**src/rtl/group_serial_subtractor.sv**
```systemverilog
// Purpose: WIDTH-bit subtractor D = A - B - BIN, one 4-bit borrow-lookahead group per clock.
// Latency: N = WIDTH/4 cycles from the accept edge to OUT_VALID; minimum issue interval N+2.
// Backpressure: the result is held in DONE until OUT_READY; IN_READY is high only in IDLE.
module group_serial_subtractor #(
    parameter int WIDTH = 16
) (
    input  logic             CLK,
    input  logic             RST,
    input  logic             IN_VALID,
    output logic             IN_READY,
    input  logic [WIDTH-1:0] A,
    input  logic [WIDTH-1:0] B,
    input  logic             BIN,
    output logic             OUT_VALID,
    input  logic             OUT_READY,
    output logic [WIDTH-1:0] D,
    output logic             BOUT,
    output logic             ZERO,
    output logic             OVF
);

    localparam int N  = WIDTH / 4;
    localparam int KW = (N > 1) ? $clog2(N) : 1;
    localparam logic [KW-1:0] K_LAST = KW'(N - 1);

    typedef enum logic [1:0] {IDLE, RUN, DONE} state_t;

    // Captured operands travel together so the accept edge is a single assignment.
    typedef struct packed {
        logic [WIDTH-1:0] a;
        logic [WIDTH-1:0] b;
    } opnd_t;

    state_t           state;
    state_t           state_nxt;
    opnd_t            op_q;
    logic             bw_q;
    logic [KW-1:0]    k_q;
    logic             last_grp;

    logic [3:0]       ga;
    logic [3:0]       gb;
    logic [3:0]       g;
    logic [3:0]       p;
    logic [4:0]       bw;
    logic [3:0]       gd;
    logic [WIDTH-1:0] d_new;

    assign last_grp = (k_q == K_LAST);

    // Current group: flat sum-of-products borrow lookahead, no ripple inside the group.
    always_comb begin
        ga    = op_q.a[{k_q, 2'b00} +: 4];
        gb    = op_q.b[{k_q, 2'b00} +: 4];
        g     = ~ga & gb;
        p     = ~(ga ^ gb);
        bw[0] = bw_q;
        bw[1] = g[0] | (p[0] & bw_q);
        bw[2] = g[1] | (p[1] & g[0]) | (p[1] & p[0] & bw_q);
        bw[3] = g[2] | (p[2] & g[1]) | (p[2] & p[1] & g[0]) | (p[2] & p[1] & p[0] & bw_q);
        bw[4] = g[3] | (p[3] & g[2]) | (p[3] & p[2] & g[1]) | (p[3] & p[2] & p[1] & g[0])
              | (p[3] & p[2] & p[1] & p[0] & bw_q);
        gd    = ga ^ gb ^ bw[3:0];
        d_new = D;
        d_new[{k_q, 2'b00} +: 4] = gd;
    end

    // State register.
    always_ff @(posedge CLK or posedge RST) begin
        if (RST) begin
            state <= IDLE;
        end else begin
            state <= state_nxt;
        end
    end

    // Next-state and handshake outputs.
    always_comb begin
        state_nxt = state;
        IN_READY  = 1'b0;
        OUT_VALID = 1'b0;
        case (state)
            IDLE: begin
                IN_READY = 1'b1;
                if (IN_VALID) state_nxt = RUN;
            end
            RUN: begin
                if (last_grp) state_nxt = DONE;
            end
            DONE: begin
                OUT_VALID = 1'b1;
                if (OUT_READY) state_nxt = IDLE;
            end
            default: state_nxt = IDLE;
        endcase
    end

    // Datapath: capture on accept, one group per RUN cycle, flags on the DONE-entry edge.
    always_ff @(posedge CLK or posedge RST) begin
        if (RST) begin
            op_q <= '0;
            bw_q <= 1'b0;
            k_q  <= '0;
            D    <= '0;
            BOUT <= 1'b0;
            ZERO <= 1'b0;
            OVF  <= 1'b0;
        end else begin
            case (state)
                IDLE: begin
                    if (IN_VALID) begin
                        op_q.a <= A;
                        op_q.b <= B;
                        bw_q   <= BIN;
                        k_q    <= '0;
                    end
                end
                RUN: begin
                    D    <= d_new;
                    bw_q <= bw[4];
                    if (last_grp) begin
                        BOUT <= bw[4];
                        ZERO <= (d_new == '0);
                        OVF  <= (op_q.a[WIDTH-1] ^ op_q.b[WIDTH-1])
                              & (d_new[WIDTH-1] ^ op_q.a[WIDTH-1]);
                    end else begin
                        k_q <= k_q + 1'b1;
                    end
                end
                default: ;
            endcase
        end
    end

endmodule

```
**config.mk**
```make
export PLATFORM = sky130hd
export DESIGN_NAME = group_serial_subtractor
export DESIGN_NICKNAME = d
export VERILOG_FILES = /design/src/rtl/group_serial_subtractor.sv
export SDC_FILE = /design/constraint.sdc
export NUM_CORES = 1
export LEC_CHECK = 0
export ABC_AREA = 1
export BUFFER_PORTS_ARGS = -buffer_cell sky130_fd_sc_hd__buf_2
export CORE_MARGIN = 2
export CORE_UTILIZATION = 25
export DETAILED_ROUTE_END_ITERATION = 16
export GPL_TIMING_DRIVEN = 0
export PLACE_DENSITY = 0.39
export SLEW_MARGIN = 10
export SYNTH_ARGS = -nofsm -noshare
export SYNTH_HDL_FRONTEND = slang
export SYNTH_SLANG_ARGS = --single-unit
```
**constraint.sdc**
```tcl
create_clock -name CLK -period 3.7 [get_ports CLK]
set_clock_uncertainty 0.2 [all_clocks]
set_input_delay 0.74 -clock CLK [delete_from_list [all_inputs] [get_ports CLK]]
set_output_delay 0.74 -clock CLK [all_outputs]
set_load 0.05 [all_outputs]
```
==> results of run 1 <==
[stage by stage]
step,instance area (µm²),setup WS [ps],cells
finish,3590,425,549
global route,3590,97.6,549
CTS,3590,361,549
detailed placement,3450,375,541
global placement,3440,404,541
floorplan,2980,1090,341
[worst paths after layout]
kind | startpoint | endpoint | slack [ps]
max in group asynchronous | RST | D[12] | 2430
min | BOUT | BOUT | 280
min reg2reg | BOUT | BOUT | 280
max | k_q[0] | ZERO | 430
min in group asynchronous | RST | D[6] | 350
max reg2reg | k_q[0] | ZERO | 430
[registers in the layout (all words and copies together), names as in the netlist]
signal and count:
op_q 32, k_q 2, bw_q 1, D 16
BOUT 1, state 2, ZERO 1, OVF 1
[cells by family (layout without fill, tap and decap cells)]
group,Yosys count,in the layout,synth area share (%)
simple gates,139,139,20.7
buf+inv,51,116,6.85
flops,56,56,47.0
compound gates,56,56,10.0
mux,28,28,10.5
fa+ha+maj,11,11,4.87
[final cells by class]
cell class	count	share of cell area [%]
Multi-Input combinational cell	234	38.3
Inverter	39	4.15
Buffer	12	1.60
Tap cell	143	4.98
Sequential cell	56	39.0
Clock inverter	2	0.453
Timing Repair Buffer	57	7.94
Clock buffer	6	3.59
[cells in the mapped netlist (all sizes together)]
| master | number |
|---|---|
| o21ai | 35 |
| nand2 | 79 |
| a31oi | 4 |
| o22ai | 6 |
| or2 | 1 |
| inv | 38 |
| mux2 | 27 |
| nand3 | 12 |
| ha | 10 |
| dfrtp | 56 |
| buf | 10 |
| clkinv | 1 |
| o31ai | 1 |
| a21oi | 10 |
| mux2i | 1 |
| nor2 | 38 |
| fa | 1 |
| clkbuf | 2 |
| nand4 | 9 |
[layer usage]
metal	global-route usage (%)	vias up	wire length, µm
li1	-	1246	-
met1	17.5	1153	3720
met2	21.1	68	3610
met3	2.62	9	359
met4	3.17	0	107
met5	0	-	0
[worst reg2reg max path, stage by stage, from the launching register on]
cell      delay, ps
dfrtp_1         460
buf_2           270
clkbuf_1        410
o21ai_0         160
o22ai_1         350
fa_1            480
inv_1           110
nand3_1         110
o22ai_1         180
nor2_1           70
nand2_1          90
nor2_1           50
nand2_1          70
nor2_1           40
nand3_1          80
nand2_1          50
==> run summary, run 1 <==
status: finished, violations left
failing checks: design-rule violations
final wirelength: 7800 µm
TritonCTS clock tree: yes
clock-pin transition on the worst setup and hold timing paths: 70 ps
stages on the worst setup path: 15
Final Cycle Share: 88.5%
DRT iter0 DRCs: 120
residual DRC count: 4
via count: 2476
initial core utilization: 25.9%
I/O Buffers: 57
Hold WS: 284 ps
hold_buf cts: 0
Multi-input gate area: 0.00137 mm²
Slew HR: 50.9%
first-pass GRT wire length: 13000 µm
CP required: 3690 ps
CP max FO: 10
Synth top area share: 47.0%
Syn-to-layout area delta: 20.5%
Tmin final: 3270 ps
setup violators final: 0
mapped cell area: 0.00298 mm²
Die H: 113 µm
Setup crit start kind: flop
antenna violations before repair: 0
Total GRT Usage: 12.9%
ant diodes: 0
vias in the first global route: 2480
register area: 0.00140 mm²
worst hold path class: reg -> reg
largest net degree at the start of global routing: 57
cells after synthesis: 341
gpl congestion: 0.825
vias per cell: 4.51
global route overflow: 0
R2R cell count: 15
critical path class: reg -> reg
Die W: 113 µm
commonest non-fill, non-tap cell in the layout: nand2_1
layout cells sized above 1: 27.3%
Mapped Nets: 389
Post-CTS Resized: 0
CP bufs+invs: 3
CTS Buf Count: 5
Mean Syn Cell Area: 8.74 µm²
Setup Fix Bufs, Post-CTS: 0
sequential area share after synthesis: 47.0%
dominant cell type by area after synthesis: dfrtp_1
Crit. End Element: flop
Core Box Area: 0.0115 mm²
Die Area: 0.0128 mm²
Ports: 58
routed len/inst: 14.2 µm
Critical Path Max Stage Delay: 480 ps
drt pass-1 iters: 10
FF+latch count, synth: 56
# rows: 39
Final #Nets: 453
hpwl dp: 5800 µm
H-tree depth: 2
Final Hold Viols: 0
fin util: 31.2%
max_cap viols: 0
Fin Setup TNS: 0 ps
Synth area leaders: dfrtp_1 (47%), nand2_1 (8.7%), mux2_2 (5.3%)
worst path arrival time: 3270 ps
Distinct cells, synth: 28
worst slew pin tran: 737 ps
Clock Tree Root: clkbuf_16
Filler cells: 1255
Yosys warnings: 0
RSZ-0062 raised after global routing: false
Antenna Nets Post-Route: 0
Crit-path slowest cell: fa_1
Worst Hold Depth: 2
Max clock buf depth: 2
CTS sink cnt: 56
commonest cells after routing, fill and taps aside: nand2_1 (69), buf_2 (67), dfrtp_1 (56), nor2_1 (35), o21ai_0 (31)
CP delay by family, top: buffers and inverters
latest clock arrival within the worst-skew pair: 300 ps
crit-path cells: buf_2, clkbuf_1, o21ai_0, o22ai_1, fa_1, inv_1, nand3_1, o22ai_1, nor2_1, nand2_1, nor2_1, nand2_1, nor2_1, nand3_1, nand2_1
fmax: 0.305 GHz
Max Slew Vio Count: 0
Power of run 1 is not shown: default switching activity piles up to over one toggle a cycle in this logic, so the estimate is an artifact.
==> inputs of run 2 (changes only) <==
Settings changed: CORE_MARGIN 2 to unset.
==> run summary, run 2 (synthesis results as in run 1) <==
register name with the most flops: op_q
Setup crit start kind: flop
power after layout: 0.00385 W
initial core utilization: 25.9% (unchanged)
CP max FO: 10 (unchanged)
Hold WS: 279 ps (-4.96 ps)
Setup Fix Bufs, Post-CTS: 0 (unchanged)
via count: 2453 (-0.93%)
I/O Buffers: 57 (unchanged)
Clock Tree Root: clkbuf_16
Ports: 58 (unchanged)
failing checks: design-rule violations
fmax: 0.304 GHz (-0.34%)
Die Area: 0.0124 mm² (-3.5%)
global route overflow: 0 (unchanged)
final wirelength: 7540 µm (-3.3%)
CP required: 3690 ps (about the same)
Final Cycle Share: 88.8% (+0.30 points)
Max clock buf depth: 2 (unchanged)
Final Hold Viols: 0 (unchanged)
routed len/inst: 13.7 µm (-3.3%)
layout cells sized above 1: 27.6% (+0.25 points)
Final #Nets: 453 (unchanged)
Fin Setup TNS: 0 ps (unchanged)
critical path class: reg -> reg
latest clock arrival within the worst-skew pair: 300 ps (about the same)
vias in the first global route: 2445 (-1.4%)
clock-pin transition on the worst setup and hold timing paths: 80 ps (about the same)
H-tree depth: 2 (unchanged)
Filler cells: 1261 (+0.48%)
hold_buf cts: 0 (unchanged)
# rows: 39 (unchanged)
VDD IR-drop max: 0.309 mV
CTS Buf Count: 5 (unchanged)
largest net degree at the start of global routing: 57 (unchanged)
CTS sink cnt: 56 (unchanged)
worst slew pin tran: 722 ps (-15.0 ps)
TritonCTS clock tree: yes
gpl congestion: 0.738 (-10%)
max reg flops: 32 (unchanged)
setup violators final: 0 (unchanged)
leak pwr: 1.80 nW
PwrDens: 1070 mW/mm²
status: finished, violations left
Tmin final: 3290 ps (+11.1 ps)
register area: 0.00140 mm² (unchanged)
Post-CTS Resized: 0 (unchanged)
worst path arrival time: 3280 ps (about the same)
worst hold path class: reg -> reg
Antenna Nets Post-Route: 0 (unchanged)
Core Box Area: 0.0115 mm² (unchanged)
Area after DPL: 0.00345 mm² (unchanged)
hpwl dp: 5770 µm (-0.60%)
Crit. End Element: flop
first-pass GRT wire length: 12700 µm (-2.6%)
vias per cell: 4.47 (-0.93%)
Multi-input gate area: 0.00137 mm² (unchanged)
commonest non-fill, non-tap cell in the layout: nand2_1
ant diodes: 0 (unchanged)
cell area after layout: 0.00359 mm² (about the same)
Largest regs: op_q (32), D (16)
Syn-to-layout area delta: 20.6% (about the same)
commonest cells after routing, fill and taps aside: nand2_1 (69), buf_2 (67), dfrtp_1 (56), nor2_1 (35), o21ai_0 (31)
antenna violations before repair: 0 (unchanged)
residual DRC count: 6 (+2)
Slew HR: 51.9% (+1.0 points)
drt pass-1 iters: 12 (+2)
Die H: 111 µm (-1.8%)
max_cap viols: 0 (unchanged)
Max Slew Vio Count: 0 (unchanged)
Total GRT Usage: 13.2% (+0.31 points)
Die W: 111 µm (-1.8%)
RSZ-0062 raised after global routing: false
DRT iter0 DRCs: 93 (-23%)
## run 2: changes by cell type in the layout (fill, tap and decap cells not counted)
cell and delta:
clkbuf_1 -1, clkinv_2 +1, clkinvlp_4 -1, inv_6 +1
## run 2: path summary, 6_finish.rpt
| path | start | end | slack [ps] | cells past startpoint |
|---|---|---|---|---|
| min in group asynchronous | RST | op_q[17] | 370 | 2 |
| hold reg to reg | BOUT | BOUT | 280 | 2 |
| setup reg to reg | k_q[0] | ZERO | 410 | 15 |
| max in group asynchronous | RST | op_q[11] | 2460 | 2 |
| setup / recovery | k_q[0] | ZERO | 410 | 15 |
| hold / removal | BOUT | BOUT | 280 | 2 |
## run 2: final cells by class
cell class | count | share of cell area (%)
Buffer | 12 | 1.60
Inverter | 39 | 4.14
Clock inverter | 3 | 0.627
Clock buffer | 5 | 3.48
Tap cell | 143 | 4.98
Sequential cell | 56 | 39.0
Multi-Input combinational cell | 234 | 38.2
Timing Repair Buffer | 57 | 7.94
## run 2: through the flow
| stage | util (%) | setup slack (ps) | cells |
|---|---|---|---|
| floorplan | - | 1090 | 341 |
| finish | 31.2 | 414 | 549 |
| CTS | 31.2 | 384 | 549 |
| global placement | 29.9 | 420 | 541 |
| global route | 31.2 | 98.6 | 549 |
| detailed placement | 29.9 | 399 | 541 |
## run 2: report_power, final
group	leakage (nW)	internal, W	switching, W
registers	0.689	0.000899	0.000183
clock network	0.0742	0.000254	0.000234
logic	1.04	0.000745	0.00153
## run 2: worst max-delay path, stage by stage, from the launching register on
cell and delay (ps):
dfrtp_1 460, buf_2 260, clkbuf_1 420, o21ai_0 170, o22ai_1 340, fa_1 480
inv_1 110, nand3_1 120, o22ai_1 170, nor2_1 70, nand2_1 90, nor2_1 50
nand2_1 70, nor2_1 40, nand3_1 80, nand2_1 50
## run 2: metal layers
layer  routed length [µm]  vias up  GRT usage (%)
met1                 3620     1151           17.3
met2                 3470       47           21.6
li1                     -     1246              -
met3                  339        9           2.90
met4                  112        0           4.23
met5                    0        -              0
No activity file was read; power rests on OpenSTA's default activity.
==> inputs of run 3 (changes only) <==
Settings changed: PLACE_DENSITY 0.39 to unset.
==> run summary, run 3 (synthesis results as in run 1) <==
status: finished, violations left
failing checks: design-rule violations
max_cap viols: 0 (unchanged)
H-tree depth: 2 (unchanged)
clock-pin transition on the worst setup and hold timing paths: 70 ps (about the same)
Post-CTS Resized: 0 (unchanged)
Final Hold Viols: 0 (unchanged)
CP max FO: 10 (unchanged)
Final #Nets: 454 (+0.22%)
Ports: 58 (unchanged)
worst r2r src: k_q[0]
final wirelength: 7230 µm (-4.1%)
DRT iter0 DRCs: 126 (+35%)
Clock Tree Root: clkbuf_16
flop-to-flop setup slack: 520 ps (+110 ps)
TritonCTS clock tree: yes
Crit. End Element: flop
routed len/inst: 13.1 µm (-4.3%)
vias per cell: 4.50 (+0.75%)
Max Slew Vio Count: 0 (unchanged)
register name with the most flops: op_q
Worst Setup EP: ZERO
commonest cells after routing, fill and taps aside: nand2_1 (69), buf_2 (67), dfrtp_1 (56), nor2_1 (35), o21ai_0 (31)
Final Cycle Share: 85.8% (-3.0 points)
setup violators final: 0 (unchanged)
max reg flops: 32 (unchanged)
Die W: 111 µm (unchanged)
Syn-to-layout area delta: 22.2%
CP required: 3690 ps (about the same)
critical path class: reg -> reg
worst slew pin tran: 639 ps (-82.8 ps)
Core Box Area: 0.0115 mm² (unchanged)
register area: 0.00140 mm² (unchanged)
worst path arrival time: 3170 ps (-110 ps)
Fin Setup TNS: 0 ps (unchanged)
Largest regs: op_q (32), D (16)
antenna violations before repair: 0 (unchanged)
gpl congestion: 0.824 (+12%)
via count: 2476 (+0.94%)
ant diodes: 0 (unchanged)
hold_buf cts: 0 (unchanged)
Total GRT Usage: 12.5% (-0.69 points)
first-pass GRT wire length: 12300 µm (-2.4%)
initial core utilization: 25.9% (unchanged)
layout cells sized above 1: 27.8% (+0.18 points)
CTS Buf Count: 5 (unchanged)
drt pass-1 iters: 10 (-2)
RSZ-0062 raised after global routing: false
Multi-input gate area: 0.00137 mm² (unchanged)
Tmin final: 3180 ps (-111 ps)
Setup Fix Bufs, Post-CTS: 0 (unchanged)
I/O Buffers: 57 (unchanged)
global route overflow: 0 (unchanged)
fmax: 0.315 GHz (+3.5%)
hpwl dp: 5620 µm (-2.5%)
# rows: 39 (unchanged)
Max clock buf depth: 2 (unchanged)
largest net degree at the start of global routing: 30 (-47%)
Die H: 111 µm (unchanged)
Worst Setup SP: k_q[0]
commonest non-fill, non-tap cell in the layout: nand2_1
Setup crit start kind: flop
residual DRC count: 10 (+4)
R2R cell count: 15 (unchanged)
Filler cells: 1257 (-0.32%)
Antenna Nets Post-Route: 0 (unchanged)
Die Area: 0.0124 mm² (unchanged)
vias in the first global route: 2485 (+1.6%)
latest clock arrival within the worst-skew pair: 300 ps (about the same)
worst hold path class: reg -> reg
Slew HR: 57.3% (+5.5 points)
R2R Path End: ZERO
CTS sink cnt: 56 (unchanged)
run 3: changes by cell type in the layout (fill, tap and decap cells not counted), sizes merged:
cell,change
buf,+1
inv,-1
clkinv,-1
bufinv,+1
clkbuf,+1
run 3: layout make-up:
cell class | count | area share (%)
tap | 143 | 4.91
clock buffer | 6 | 3.81
inverter | 39 | 4.02
timing repair buffer | 58 | 8.38
multi-input combinational | 234 | 37.7
sequential | 56 | 38.5
buffer | 12 | 1.58
clock inverter | 2 | 1.07
run 3: layer usage:
layer | GRT usage (%) | part of all wire [%] | vias up
li1 | - | - | 1246
met1 | 16.4 | 47 | 1175
met2 | 21.3 | 48 | 48
met3 | 2.08 | 3.5 | 7
met4 | 3.24 | 1.1 | 0
met5 | 0 | 0 | -
run 3: critical path, cell delays in order (launching register included):
cell      delay [ps]
dfrtp_1          440
buf_2            260
clkbuf_1         380
o21ai_0          170
o22ai_1          310
fa_1             460
inv_1            110
nand3_1          120
o22ai_1          170
nor2_1            70
nand2_1           90
nor2_1            40
nand2_1           60
nor2_1            40
nand3_1           90
nand2_1           50
run 3: metrics by stage:
stage	hold slack, ps	util, %	instances	setup WS, ps	cell area (µm²)
final	277	31.6	550	525	3640
after floorplan	259	-	341	1090	2980
after detailed placement	264	30.1	542	491	3460
after global placement	267	29.9	541	527	3440
after CTS	283	31.6	550	492	3640
after global routing	308	31.6	550	180	3640
run 3: worst min-delay path by stage:
stage	slack, ps	endpoint	depth (start not counted)	startpoint
floorplan	260	op_q[8]	1	op_q[8]
global placement	270	BOUT	2	BOUT
detailed placement	260	BOUT	2	BOUT
CTS	280	BOUT	2	BOUT
global route	310	op_q[22]	1	op_q[22]
finish	280	BOUT	2	BOUT
Power of run 3 is left out for the same reason.
